--- config.mk ---
export PLATFORM = sky130hd
export DESIGN_NAME = nvram_upload_ctrl
export DESIGN_NICKNAME = d
export VERILOG_FILES = /design/src/rtl/nvram_upload_ctrl.sv
export SDC_FILE = /design/constraint.sdc
export NUM_CORES = 1
export LEC_CHECK = 0
export ABC_CLOCK_PERIOD_IN_PS = 4150
export BUFFER_PORTS_ARGS = -buffer_cell sky130_fd_sc_hd__buf_4
export CORE_ASPECT_RATIO = 0.9
export CORE_MARGIN = 1
export CORE_UTILIZATION = 28
export CTS_CLUSTER_SIZE = 30
export DETAILED_ROUTE_END_ITERATION = 7
export GPL_ROUTABILITY_DRIVEN = 0
export PLACE_DENSITY = 0.51
export REMOVE_ABC_BUFFERS = 1
export SETUP_SLACK_MARGIN = 0.1
export SKIP_LAST_GASP = 1
export SYNTH_ARGS = -nofsm -noshare
export SYNTH_HDL_FRONTEND = slang
export SYNTH_SLANG_ARGS = --single-unit
--- constraint.sdc ---
create_clock -name i_EMU_MCLK -period 4.15 [get_ports i_EMU_MCLK]
set_input_delay 0.83 -clock i_EMU_MCLK [delete_from_list [all_inputs] [get_ports i_EMU_MCLK]]
set_output_delay 0.83 -clock i_EMU_MCLK [all_outputs]
set_load 0.01 [all_outputs]
--- src/rtl/nvram_upload_ctrl.sv ---
// nvram_upload_ctrl
// Answers HPS ioctl upload reads with bytes from the on-chip NVRAM (port B).
// It stalls the HPS with o_IOCTL_WAIT while each byte is fetched. It also
// watches game-side NVRAM writes and asks the HPS to save once the RAM has
// stayed quiet for HOLDOFF cycles.
//
// Ports
//   i_EMU_MCLK          master clock (72 MHz)
//   i_EMU_INITRST_n     asynchronous active-low reset
//   i_IOCTL_INDEX       hps_io ioctl_index; only UPLOAD_INDEX is served
//   i_IOCTL_UPLOAD      hps_io ioctl_upload level
//   i_IOCTL_DOWNLOAD    hps_io ioctl_download level
//   i_IOCTL_RD          1-cycle read strobe from hps_io
//   i_IOCTL_ADDR        27-bit byte address of the read
//   o_IOCTL_DIN         byte returned to hps_io
//   o_IOCTL_WAIT        high while a fetch is outstanding
//   o_IOCTL_UPLOAD_REQ  1-cycle save request pulse
//   o_RAM_ADDR          NVRAM port-B read address
//   o_RAM_RD            NVRAM port-B read strobe (1 cycle)
//   i_RAM_DATA          NVRAM port-B read data, RAM_LAT cycles after o_RAM_RD
//   i_NV_WR             game-side NVRAM write strobe (snooped only)
module nvram_upload_ctrl #(
    parameter int          AW           = 11,
    parameter int          RAM_LAT      = 2,
    parameter logic [15:0] UPLOAD_INDEX = 16'h0004,
    parameter int          HOLDOFF      = 720000
) (
    input  logic          i_EMU_MCLK,
    input  logic          i_EMU_INITRST_n,
    input  logic [15:0]   i_IOCTL_INDEX,
    input  logic          i_IOCTL_UPLOAD,
    input  logic          i_IOCTL_DOWNLOAD,
    input  logic          i_IOCTL_RD,
    input  logic [26:0]   i_IOCTL_ADDR,
    output logic [7:0]    o_IOCTL_DIN,
    output logic          o_IOCTL_WAIT,
    output logic          o_IOCTL_UPLOAD_REQ,
    output logic [AW-1:0] o_RAM_ADDR,
    output logic          o_RAM_RD,
    input  logic [7:0]    i_RAM_DATA,
    input  logic          i_NV_WR
);

    localparam int LW = $clog2(RAM_LAT + 1);
    localparam int HW = (HOLDOFF < 1) ? 1 : $clog2(HOLDOFF + 1);
    localparam logic [LW-1:0] LAT_LD  = LW'(RAM_LAT);
    localparam logic [HW-1:0] HOLD_LD = HW'(HOLDOFF);

    typedef enum logic [1:0] {S_IDLE, S_ISSUE, S_WAIT} state_e;

    state_e        state_q, state_d;
    logic [LW-1:0] lat_q, lat_d;
    logic [AW-1:0] addr_q, addr_d;
    logic [7:0]    din_q, din_d;
    logic          wait_q, wait_d;
    logic          rd_q, rd_d;
    logic          sel_q;
    logic          dirty_q, dirty_d;
    logic [HW-1:0] hcnt_q, hcnt_d;

    logic sel, sel_rise, in_range, quiet, req;

    assign sel      = i_IOCTL_UPLOAD && (i_IOCTL_INDEX == UPLOAD_INDEX);
    assign sel_rise = sel && !sel_q;
    // Any set bit above AW means the address lies beyond the RAM. Out-of-range
    // addresses must not wrap onto low addresses.
    assign in_range = ~|i_IOCTL_ADDR[26:AW];

    // ------------------------------------------------------------------
    // Fetch FSM: state register
    // ------------------------------------------------------------------
    always_ff @(posedge i_EMU_MCLK or negedge i_EMU_INITRST_n) begin
        if (!i_EMU_INITRST_n) state_q <= S_IDLE;
        else                  state_q <= state_d;
    end

    // ------------------------------------------------------------------
    // Fetch FSM: next state. Losing sel aborts a fetch in flight.
    // ------------------------------------------------------------------
    always_comb begin
        state_d = state_q;
        unique case (state_q)
            S_IDLE:  if (sel && i_IOCTL_RD && in_range) state_d = S_ISSUE;
            S_ISSUE: state_d = sel ? S_WAIT : S_IDLE;
            S_WAIT:  if (!sel || lat_q == LW'(1)) state_d = S_IDLE;
            default: state_d = S_IDLE;
        endcase
    end

    // ------------------------------------------------------------------
    // Fetch FSM: outputs. All ioctl/RAM outputs are registered, so this
    // block computes their next values from the current state and the
    // next state.
    // ------------------------------------------------------------------
    always_comb begin
        din_d  = din_q;
        addr_d = addr_q;
        lat_d  = lat_q;
        unique case (state_q)
            S_IDLE: begin
                if (sel && i_IOCTL_RD) begin
                    if (in_range) addr_d = i_IOCTL_ADDR[AW-1:0];
                    else          din_d  = 8'hFF;
                end
            end
            S_ISSUE: lat_d = LAT_LD;
            S_WAIT: begin
                if (lat_q != '0) lat_d = lat_q - LW'(1);
                // lat_q==1 is the cycle the counter reaches 0. It is also
                // the cycle the RAM data is valid.
                if (sel && lat_q == LW'(1)) din_d = i_RAM_DATA;
            end
            default: ;
        endcase
        // Wait rises the cycle after the strobe. It falls together with the
        // cycle that presents the byte, or the cycle after an abort.
        wait_d = (state_d != S_IDLE);
        rd_d   = (state_q == S_IDLE) && (state_d == S_ISSUE);
    end

    always_ff @(posedge i_EMU_MCLK or negedge i_EMU_INITRST_n) begin
        if (!i_EMU_INITRST_n) begin
            lat_q  <= '0;
            addr_q <= '0;
            din_q  <= 8'h00;
            wait_q <= 1'b0;
            rd_q   <= 1'b0;
        end else begin
            lat_q  <= lat_d;
            addr_q <= addr_d;
            din_q  <= din_d;
            wait_q <= wait_d;
            rd_q   <= rd_d;
        end
    end

    // ------------------------------------------------------------------
    // Dirty tracking / save request.
    // The holdoff count runs only while neither transfer direction is active.
    // A write always re-arms it, even mid-upload. An upload starting on our
    // index is about to save the RAM, so it drops the pending request unless
    // a write lands in that same cycle.
    // ------------------------------------------------------------------
    assign quiet = !i_IOCTL_UPLOAD && !i_IOCTL_DOWNLOAD;
    assign req   = dirty_q && (hcnt_q == '0) && quiet && !i_NV_WR;

    always_comb begin
        dirty_d = dirty_q;
        hcnt_d  = hcnt_q;
        if (i_NV_WR) begin
            dirty_d = 1'b1;
            hcnt_d  = HOLD_LD;
        end else if (sel_rise || req) begin
            dirty_d = 1'b0;
        end else if (dirty_q && quiet && hcnt_q != '0) begin
            hcnt_d = hcnt_q - HW'(1);
        end
    end

    always_ff @(posedge i_EMU_MCLK or negedge i_EMU_INITRST_n) begin
        if (!i_EMU_INITRST_n) begin
            sel_q   <= 1'b0;
            dirty_q <= 1'b0;
            hcnt_q  <= '0;
        end else begin
            sel_q   <= sel;
            dirty_q <= dirty_d;
            hcnt_q  <= hcnt_d;
        end
    end

    assign o_IOCTL_DIN        = din_q;
    assign o_IOCTL_WAIT       = wait_q;
    assign o_IOCTL_UPLOAD_REQ = req;
    assign o_RAM_ADDR         = addr_q;
    assign o_RAM_RD           = rd_q;

endmodule
---- Word-level counts from Yosys, hierarchy flattened ----
Cells that the tools add are included.
word-level totals
  logic and storage cells ................. 71
  bits of input ports ..................... 57
  output and inout bits ................... 22
  register bits after elaboration ......... 47
cells by class
  reduce and logical (&&, ||, !) cells .... 34
  equality and inequality tests ........... 10
  add/subtract/negate cells ............... 2
  mux-type cells .......................... 15
  bitwise operators ....................... 1
operator list
  operator                                              number
  2-to-1 mux 20 bit                                     3
  2-to-1 mux 8 bit                                      3
  zero test 20 bit                                      1
  nonzero test 20 bit                                   1
  subtractor 20 x 1 -> 20 bit, second input constant    1
  equality test 16 x 3 -> 1 bit, second input constant  1
  one-hot mux 8 bit (2 select lines)                    1
  OR reduction 16 bit                                   1
  logical AND 1 bit                                     12
  nonzero test 2 bit                                    6
  inequality test 2 bit, second input constant          5
  2-to-1 mux 2 bit                                      4
  equality test 2 x 1 -> 1 bit, second input constant   3
  zero test 1 bit                                       6
  one-hot mux 2 bit (3 select lines)                    1
  one-hot mux 2 bit (2 select lines)                    1
  AND reduction 2 bit                                   2
  AND reduction 4 bit                                   1
  AND reduction 3 bit                                   1
  equality test 2 bit, second input constant            1
  zero test 2 bit                                       1
  logical OR 1 bit                                      2
  2-to-1 mux 1 bit                                      2
  subtractor 2 x 1 -> 2 bit, second input constant      1
  NOT 1 bit                                             1

---- Depth between registers and ports, before layout ----
Gate-level depths: netlist of run 1.
  word-level depth ........................ 8
  gate-level depth with buffers ........... 8
  depth with buffers taken out ............ 6

---- Worst setup path after synthesis of run 1 ----
OpenSTA, ideal clock, no wires.
  path kind ............................... register to output
  from .................................... reg hcnt_q[5]
  to ...................................... out o_IOCTL_UPLOAD_REQ
  buffers on the path ..................... 2
  data arrival time ....................... 1.539 ns
  required time ........................... 3.320 ns
  slack ................................... 1.781 ns
  cell stages (with the launch flop) ...... 7
  path through ............................ dfrtp_1 > nor3_2 > and4_1 > buf_2 > buf_2 > nand3_1 > nor2_1
on the way
  cells in the longest elaborated chain, start to end .. 4
RTL lines
  element                         RTL line  source
  start, declared                 59        logic [HW-1:0] hcnt_q, hcnt_d;
  start signal, assigned          168       hcnt_q <= hcnt_d;
  zero test 20 bit                145       assign req = dirty_q && (hcnt_q == '0) && quiet && !i_NV_WR;
  logical AND 1 bit (3 in a row)  145
  end, declared                   37        output logic o_IOCTL_UPLOAD_REQ,
Every way passes these cells.

---- Final worst setup path of run 1 ----
Same ends and word-level chain as after synthesis.

==> out/summary.txt, run 1 <==
endpoint arrival time on the critical path: 2180 ps
die footprint: 9460 sq um
RSZ-0062 raised after global routing: no
io pins: 79
number of gates resized after CTS: 0
Yosys warnings: 0
final total negative setup slack: 0 ps
CTS root buf: clkbuf_8
post-synthesis register bit count: 47
relative max-transition margin: 0.446
synthesized area divided by synthesized cell count: 10.2 sq um
most used cells in the layout excluding fill and tap cells: buf_4, dfrtp_1, nor2_1
Crit Reg-Reg Startpoint: hcnt_q[0]
Worst-Skew Late Latency: 310 ps
Mapped Cells: 250
count of buffers inserted at the top-level ports: 78
share of total power consumed by net switching: 0.260
Startpoint Class: flip-flop
peak supply drop: 0.102 mV
vias in the first global route: 2141
Hold Crit Class: reg2reg
Synth Area in Compound Gates: 0.0876
mux share of post-synthesis cell area: 0.143
Critical Path RT: 3320 ps
total gr overflow: 0
adder and majority gate portion of the synthesized area: 0.0197
post-layout net count: 390
final critical-path required period: 3010 ps
clock tree sinks: 47
EDFF count, synth: 0
timing-limited maximum frequency: 332 MHz
cts bufs inserted: 5
post-synthesis to final-layout area growth: 31.8%
DRC violation count after routing: 0
maximum count of clock buffers along a single path: 2
total inserted antenna cells: 0
highest fanout seen on the critical path: 16
pin count of the biggest net entering global routing: 48
number of standard cells in the layout, taps in and fillers out: 449
status: finished clean
detailed-route vias per instance: 4.64
Synth async-reset ratio: 1.00
global-route wire length before repair: 10.0 mm
vertical die dimension: 92.4 um
top cells by area in the synthesized netlist: dfrtp_1, mux2_1, mux2i_1, nor2_1, nor2b_1
Reg area: 1180 sq um
part of the power in the clock network: 0.335
GRT Total Usage: 0.136
area share of the largest cell type after synthesis: 0.463
cell-internal power: 0.640 mW
Period Utilization, post-route: 0.726
standard cell with the maximum stage delay on the critical path: and4_1
post-CTS repair timing setup buffer count: 0
placement row count: 32
max-slew violation count: 0
total vias in the final route: 2084
Clock Pin Slew Worst Setup and Hold Paths: 100 ps
leading cell type in the layout, fill and taps excluded: buf_4
main combinational cell family by area after synthesis: simple AND/OR/NAND/NOR gates
number of failing setup endpoints in the final timing report: 0
startpoint of the tightest hold check path: o_RAM_ADDR[6]
average wire per cell in the routed design: 13.1 um
final wirelength: 5.87 mm
post-cts hold buffer count: 0
most common flop cell mapped by yosys: dfrtp_1
Lkg Pwr: 1.47 nW
capturing element type of the critical path: output pin
combined area of the multi-input logic cells: 1280 sq um
cell area after technology mapping: 2540 sq um
CTS tree: yes
initial antenna violation count: 0
x dimension of the die: 102 um
effective utilization at floorplan: 0.292
proportion of power drawn by flip-flops and latches: 0.546
crit path launch: hcnt_q[5]
xor and xnor area share after synthesis: 0
final antenna-violating net count: 0
Critical Path Max Stage Delay: 600 ps
ordered cell list for the critical path: nor3_2 -> and4_1 -> nand3_1 -> nor2_1 -> buf_4
Post-Route Skew: 12.4 ps
Seq/Total Area, Yosys: 0.463
Detailed Place HPWL: 4.44 mm
layout cell share with drive strength beyond 1: 0.291
Filler Cell Count: 898
first-pass iteration count of the detailed router: 6
Net Sw Power: 0.225 mW
Placed Instances: 441
Synth Area in Simple Gates: 0.252
share of total power in combinational logic: 0.119
slew at the pin with the worst max-slew slack: 830 ps
core area: 8690 sq um
cell taking the most area after synthesis: dfrtp_1
Clock H-tree levels: 2
max_cap viols: 0
count of distinct cell types in the synthesized netlist: 46
total count of hold-check failures in the final report: 0
Critical Setup Path Class: reg2out
total power divided by cell area: 258 nW/um^2
initial drt markers: 63
==> sequential cells by signal, summed over array words and instances (netlist names) <==
register,count
hcnt_q,20
lat_q,2
o_IOCTL_WAIT,1
sel_q,1
dirty_q,1
o_RAM_RD,1
o_IOCTL_DIN,8
state_q,2
o_RAM_ADDR,11
==> cell families after synthesis <==
logic type	after synthesis
simple gates	112
fa+ha+maj	4
compound gates	31
flops	47
mux	34
buf+inv	22
==> metal layers <==
layer	vias to the layer above	track usage	part of all wire
li1	1043	-	-
met1	989	0.178	0.45
met2	48	0.216	0.49
met3	4	0.0430	0.054
met4	0	0.0321	0.0065
met5	-	0	0
==> critical path, delay by kind of cell (launching register included) <==
family                 cells  cell delay, ps
buffers and inverters      1             130
flip-flops                 1             410
AND/OR/NAND/NOR            4            1330
==> layout make-up <==
class	instances	area share
Tap cell	119	0.0445
Multi-Input combinational cell	181	0.383
Clock inverter	3	0.00673
Timing Repair Buffer	79	0.177
Inverter	15	0.0168
Sequential cell	47	0.351
Clock buffer	5	0.0206
==> Yosys cell counts (2+ instances only) <==
library cell / instances
dfrtp_1: 47
and4_1: 2
nor4_1: 10
clkbuf_1: 4
nand2_1: 11
o21ai_0: 6
a21oi_1: 8
nor2b_1: 14
buf_2: 2
a211oi_1: 5
and2_1: 4
nor3_1: 8
a2111oi_0: 2
mux2i_1: 15
ha_1: 4
inv_1: 15
or3_1: 7
nor2_1: 32
nand3_1: 7
nand4_1: 4
mux2_1: 18
==> power groups by stage <==
stage               clock network [mW]  registers (mW)  logic, mW
CTS                              0.306           0.473      0.105
detailed placement                   0           0.482      0.105
global placement                     0           0.481      0.103
finish                           0.290           0.473      0.103
floorplan                            0           0.480     0.0392
global route                     0.325           0.474      0.116
==> path summary, 6_finish.rpt <==
path / end / slack, ps / depth (start not counted)
max: o_IOCTL_UPLOAD_REQ / 1140 / 5
min: o_RAM_ADDR[6] / 490 / 1
max reg2reg: hcnt_q[18] / 1840 / 6
min reg2reg: o_RAM_ADDR[6] / 490 / 1
max in group asynchronous: hcnt_q[13] / 3200 / 1
min in group asynchronous: hcnt_q[19] / 520 / 1
==> per-stage QoR <==
step           hold slack, ps  utilization  setup slack (ps)  area [sq um]  total power [mW]
6_report                  493        0.385              1140          3350             0.865
5_1_grt                   524        0.385               858          3350             0.915
4_1_cts                   501        0.385              1060          3350             0.884
3_5_place_dp              476        0.375              1430          3260             0.587
3_3_place_gp              472        0.375              1470          3260             0.584
2_1_floorplan             477            -              1130          2510             0.519
No activity file was read; power rests on OpenSTA's default activity.
==> inputs of run 2 (changes only) <==
Settings changed: ABC_CLOCK_PERIOD_IN_PS 4150 to 2900.
Clock period 4.15 ns to 2.9 ns, I/O delays scaled along.
==> run 2 against run 1 <==
  * Utilization rose by 0.26 points
  * Cell count grew 0.67%
  * Clock power rose by 46%
  * Sequential share of layout area shrank 0.23 points
  * Critical endpoint unchanged
  * Largest power group unchanged
  * Highest routed layer unchanged
==> out/summary.txt, run 2 (same netlist as run 1, synthesis figures left out) <==
area after detailed placement: 3280 sq um
final wirelength: 5.87 mm
total power divided by cell area: 370 nW/um^2
total vias in the final route: 2124
core area: 8690 sq um
post-CTS repair timing setup buffer count: 0
post-synthesis to final-layout area growth: 32.6%
busiest layer in global routing: met2
peak supply drop: 0.183 mV
number of gates resized after CTS: 0
x dimension of the die: 102 um
count of buffers inserted at the top-level ports: 78
CTS root buf: clkbuf_8
standard cell with the maximum stage delay on the critical path: and3_1
number of failing setup endpoints in the final timing report: 0
final critical-path required period: 2510 ps
total inserted antenna cells: 0
final antenna-violating net count: 0
endpoint arrival time on the critical path: 1930 ps
Critical Path RT: 2320 ps
Bufs and invs on worst path: 1
total count of hold-check failures in the final report: 0
critical path's top delay family: simple AND/OR/NAND/NOR gates
slew at the pin with the worst max-slew slack: 619 ps
global-route wire length before repair: 9.80 mm
Startpoint Class: flip-flop
total gr overflow: 0
status: finished clean
layout cell share with drive strength beyond 1: 0.297
die footprint: 9460 sq um
final total negative setup slack: 0 ps
highest fanout seen on the critical path: 10
vias in the first global route: 2062
CTS tree: yes
capturing element type of the critical path: output pin
post-route cell area: 3370 sq um
post-route worst hold slack: 262 ps
Post-Route Skew: 7.88 ps
max-slew violation count: 0
met1 Use GR: 0.180
crit path launch: hcnt_q[10]
relative max-transition margin: 0.587
Lkg Pwr: 1.49 nW
Clock Pin Slew Worst Setup and Hold Paths: 100 ps
Global Route met3 Usage: 0.0453
average wire per cell in the routed design: 13.0 um
clock tree sinks: 47
initial drt markers: 72
timing-limited maximum frequency: 398 MHz
ordered cell list for the critical path: nor3_1 -> and3_1 -> nand3_1 -> nor2_1 -> buf_4
maximum count of clock buffers along a single path: 2
placement row count: 32
Worst-Skew Late Latency: 310 ps
Critical Setup Path Class: reg2out
effective utilization at floorplan: 0.292
pin count of the biggest net entering global routing: 48
leading cell type in the layout, fill and taps excluded: buf_4
Hold Crit Class: in2async
Crit Reg-Reg Startpoint: hcnt_q[0]
reg-to-reg setup timing slack: 660 ps
first-pass iteration count of the detailed router: 4
max reg flops: 20
DRC violation count after routing: 0
initial antenna violation count: 0
Detailed Place HPWL: 4.33 mm
vertical die dimension: 92.4 um
register with the most flip-flops: hcnt_q
detailed-route vias per instance: 4.70
met2 Use GR: 0.202
most used cells in the layout excluding fill and tap cells: buf_4, dfrtp_1, nor2_1
Period Utilization, post-route: 0.866
cts bufs inserted: 5
RSZ-0062 raised after global routing: no
Clock H-tree levels: 2
post-layout net count: 393
max_cap viols: 0
post-cts hold buffer count: 0
io pins: 79
Critical Path Max Stage Delay: 440 ps
GRT Total Usage: 0.133
==> run 2: changes by cell type in the layout (fill, tap and decap cells not counted) <==
cell / previous run / this run
buf_4: 79 / 82
inv_6: 1 / 2
clkinv_4: 1 / 0
==> run 2: worst reg2reg max path, stage by stage, from the launching register on <==
cell,delay (ps)
dfrtp_1,400
inv_1,100
ha_1,160
nor4bb_1,440
nand4_1,340
nor4_1,330
mux2_1,350
==> run 2: through the flow <==
stage	instances	setup slack [ps]	utilization	power (mW)
after floorplan	243	125	-	0.743
after global placement	444	547	0.377	0.839
after detailed placement	444	523	0.377	0.841
after CTS	452	344	0.388	1.27
after global routing	452	143	0.388	1.31
final	452	388	0.388	1.25
==> run 2: final cells by class <==
class	count	area [sq um]
fillers	875	5320
flip-flops and latches	47	1180
clock inverters	3	22.5
inverters	15	56.3
clock buffers	5	68.8
repair buffers	82	616
multi-input cells	181	1280
well taps	119	149
==> run 2: where the power goes <==
group | leakage (nW) | switching [mW] | internal [mW] | total (mW)
clock | 0.0489 | 0.248 | 0.175 | 0.423
combinational | 0.881 | 0.0701 | 0.0790 | 0.149
sequential | 0.560 | 0.0121 | 0.665 | 0.677
total | 1.49 | 0.330 | 0.919 | 1.25
==> run 2: per-layer routing <==
| layer | vias to the layer above | wire length (um) |
|---|---|---|
| met3 | 7 | 341 |
| li1 | 1062 | - |
| met2 | 49 | 2730 |
| met5 | - | 0 |
| met4 | 0 | 57 |
| met1 | 1006 | 2740 |
==> run 2: path summary, 6_finish.rpt <==
kind	cells past startpoint	to
setup reg to reg	6	hcnt_q[18]
setup / recovery	5	o_IOCTL_UPLOAD_REQ
min in group i_EMU_MCLK	2	o_RAM_ADDR[10]
hold reg to reg	1	o_RAM_ADDR[6]
max in group asynchronous	1	hcnt_q[0]
hold / removal	1	hcnt_q[19]
==> inputs of run 3 (changes only) <==
Settings changed: BUFFER_PORTS_ARGS -buffer_cell sky130_fd_sc_hd__buf_4 to unset, CORE_MARGIN 1 to 2, DONT_BUFFER_PORTS set to 1, PLACE_DENSITY 0.51 to 0.43.
==> run 3 against run 2 <==
  * Via count decreased by 13%
  * Clock power rose by 11%
  * Clock skew up 1.1 ps
  * First-iteration DRC count fell by 9.7%
  * Register-to-register slack worse by 110 ps
  * Sequential cell count did not move
  * Cell count down 17%
  * Worst setup slack got worse by 8.5 ps
  * Count of clock-buffer cells in the layout rose by 1
  * Utilization decreased by 6.3 points
==> out/summary.txt, run 3 (same netlist as run 1, synthesis figures left out) <==
total power divided by cell area: 437 nW/um^2
Worst-Skew Late Latency: 300 ps
final wirelength: 5.72 mm
maximum count of clock buffers along a single path: 2
Critical Setup Path Class: reg2out
vertical die dimension: 94.4 um
io pins: 79
total inserted antenna cells: 0
total count of hold-check failures in the final report: 0
number of standard cells in the layout, taps in and fillers out: 374
Critical Path RT: 2320 ps
total vias in the final route: 1846
relative max-transition margin: 0.565
GRT Total Usage: 0.121
reg-to-reg setup timing slack: 550 ps
effective utilization at floorplan: 0.292
die footprint: 9850 sq um
Post-Route Skew: 8.98 ps
CTS tree: yes
Clock H-tree levels: 2
pin count of the biggest net entering global routing: 48
register with the most flip-flops: hcnt_q
highest fanout seen on the critical path: 10
first-pass iteration count of the detailed router: 4
core area: 8690 sq um
Hold Crit Class: in2async
placement row count: 32
vias in the first global route: 1946
endpoint arrival time on the critical path: 1940 ps
x dimension of the die: 104 um
total gr overflow: 0
DRC violation count after routing: 0
max_cap viols: 0
slew at the pin with the worst max-slew slack: 643 ps
Clock Pin Slew Worst Setup and Hold Paths: 80 ps
Startpoint Class: flip-flop
global-route wire length before repair: 9.45 mm
endpoint of the lowest-slack register-to-register path: hcnt_q[18]
Reg area: 1180 sq um
capturing element type of the critical path: output pin
most used cells in the layout excluding fill and tap cells: dfrtp_1, nor2_1, mux2_1
clock tree sinks: 47
peak supply drop: 0.233 mV
post-layout net count: 316
Crit Reg-Reg Startpoint: hcnt_q[0]
cts bufs inserted: 5
count of buffers inserted at the top-level ports: 0
Lkg Pwr: 1.13 nW
RSZ-0062 raised after global routing: no
status: finished clean
CTS root buf: clkbuf_8
post-CTS repair timing setup buffer count: 0
max-slew violation count: 0
final antenna-violating net count: 0
Detailed Place HPWL: 4.17 mm
max reg flops: 20
detailed-route vias per instance: 4.94
initial drt markers: 65
layout cell share with drive strength beyond 1: 0.0784
final total negative setup slack: 0 ps
post-synthesis to final-layout area growth: 11.1%
leading cell type in the layout, fill and taps excluded: dfrtp_1
Filler Cell Count: 913
Placed Instances: 366
number of cells traversed by the worst register-to-register path: 6
combined area of the multi-input logic cells: 1280 sq um
final critical-path required period: 2520 ps
number of failing setup endpoints in the final timing report: 0
initial antenna violation count: 0
average wire per cell in the routed design: 15.3 um
timing-limited maximum frequency: 397 MHz
Period Utilization, post-route: 0.869
-- run 3: worst max-delay path, stage by stage (launching register included) --
cell	delay (ps)
dfrtp_1	410
nor3_1	370
and3_1	430
nand3_1	170
nor2_1	270
-- run 3: area by class of cell --
class,count,share of cell area
Clock inverter,1,0.0106
Inverter,15,0.0199
Timing Repair Buffer,5,0.0204
Sequential cell,47,0.416
Multi-Input combinational cell,181,0.454
Tap cell,119,0.0527
Clock buffer,6,0.0257
-- run 3: worst max-delay path by stage --
stage / from / endpoint / slack [ps] / depth (start not counted)
after floorplan: i_IOCTL_INDEX[1] / o_RAM_ADDR[0] / 130 / 4
after global placement: hcnt_q[0] / hcnt_q[18] / 590 / 6
after detailed placement: hcnt_q[0] / hcnt_q[18] / 540 / 6
after CTS: hcnt_q[10] / o_IOCTL_UPLOAD_REQ / 330 / 4
after global routing: hcnt_q[10] / o_IOCTL_UPLOAD_REQ / 190 / 4
final: hcnt_q[14] / o_IOCTL_UPLOAD_REQ / 380 / 4
-- run 3: layer usage --
| layer | up-vias | track usage | share of wire |
|---|---|---|---|
| li1 | 903 | - | - |
| met1 | 887 | 0.149 | 0.46 |
| met2 | 52 | 0.204 | 0.47 |
| met3 | 4 | 0.0366 | 0.058 |
| met4 | 0 | 0.0372 | 0.0089 |
| met5 | - | 0 | 0 |
-- run 3: power by group --
group          leakage [nW]  internal [mW]  switching [mW]
logic                 0.515         0.0363          0.0501
registers             0.560          0.665          0.0123
clock network        0.0513          0.253           0.217
total                  1.13          0.954           0.280
-- run 3: repair_timing --
item                                   4_1_cts  5_1_grt
hold buffers                                 1        0
endpoints found under the hold margin       47        0
gates resized for setup                      0        0
-- run 3: through the flow --
| step | utilization | hold slack (ps) | setup slack (ps) | cell area [sq um] | power [mW] |
|---|---|---|---|---|---|
| after floorplan | - | 284 | 125 | 2510 | 0.743 |
| after global placement | 0.310 | 287 | 593 | 2690 | 0.759 |
| after detailed placement | 0.310 | 287 | 544 | 2690 | 0.760 |
| after CTS | 0.325 | 130 | 333 | 2820 | 1.26 |
| after global routing | 0.325 | 130 | 186 | 2820 | 1.29 |
| final | 0.325 | 120 | 379 | 2820 | 1.23 |
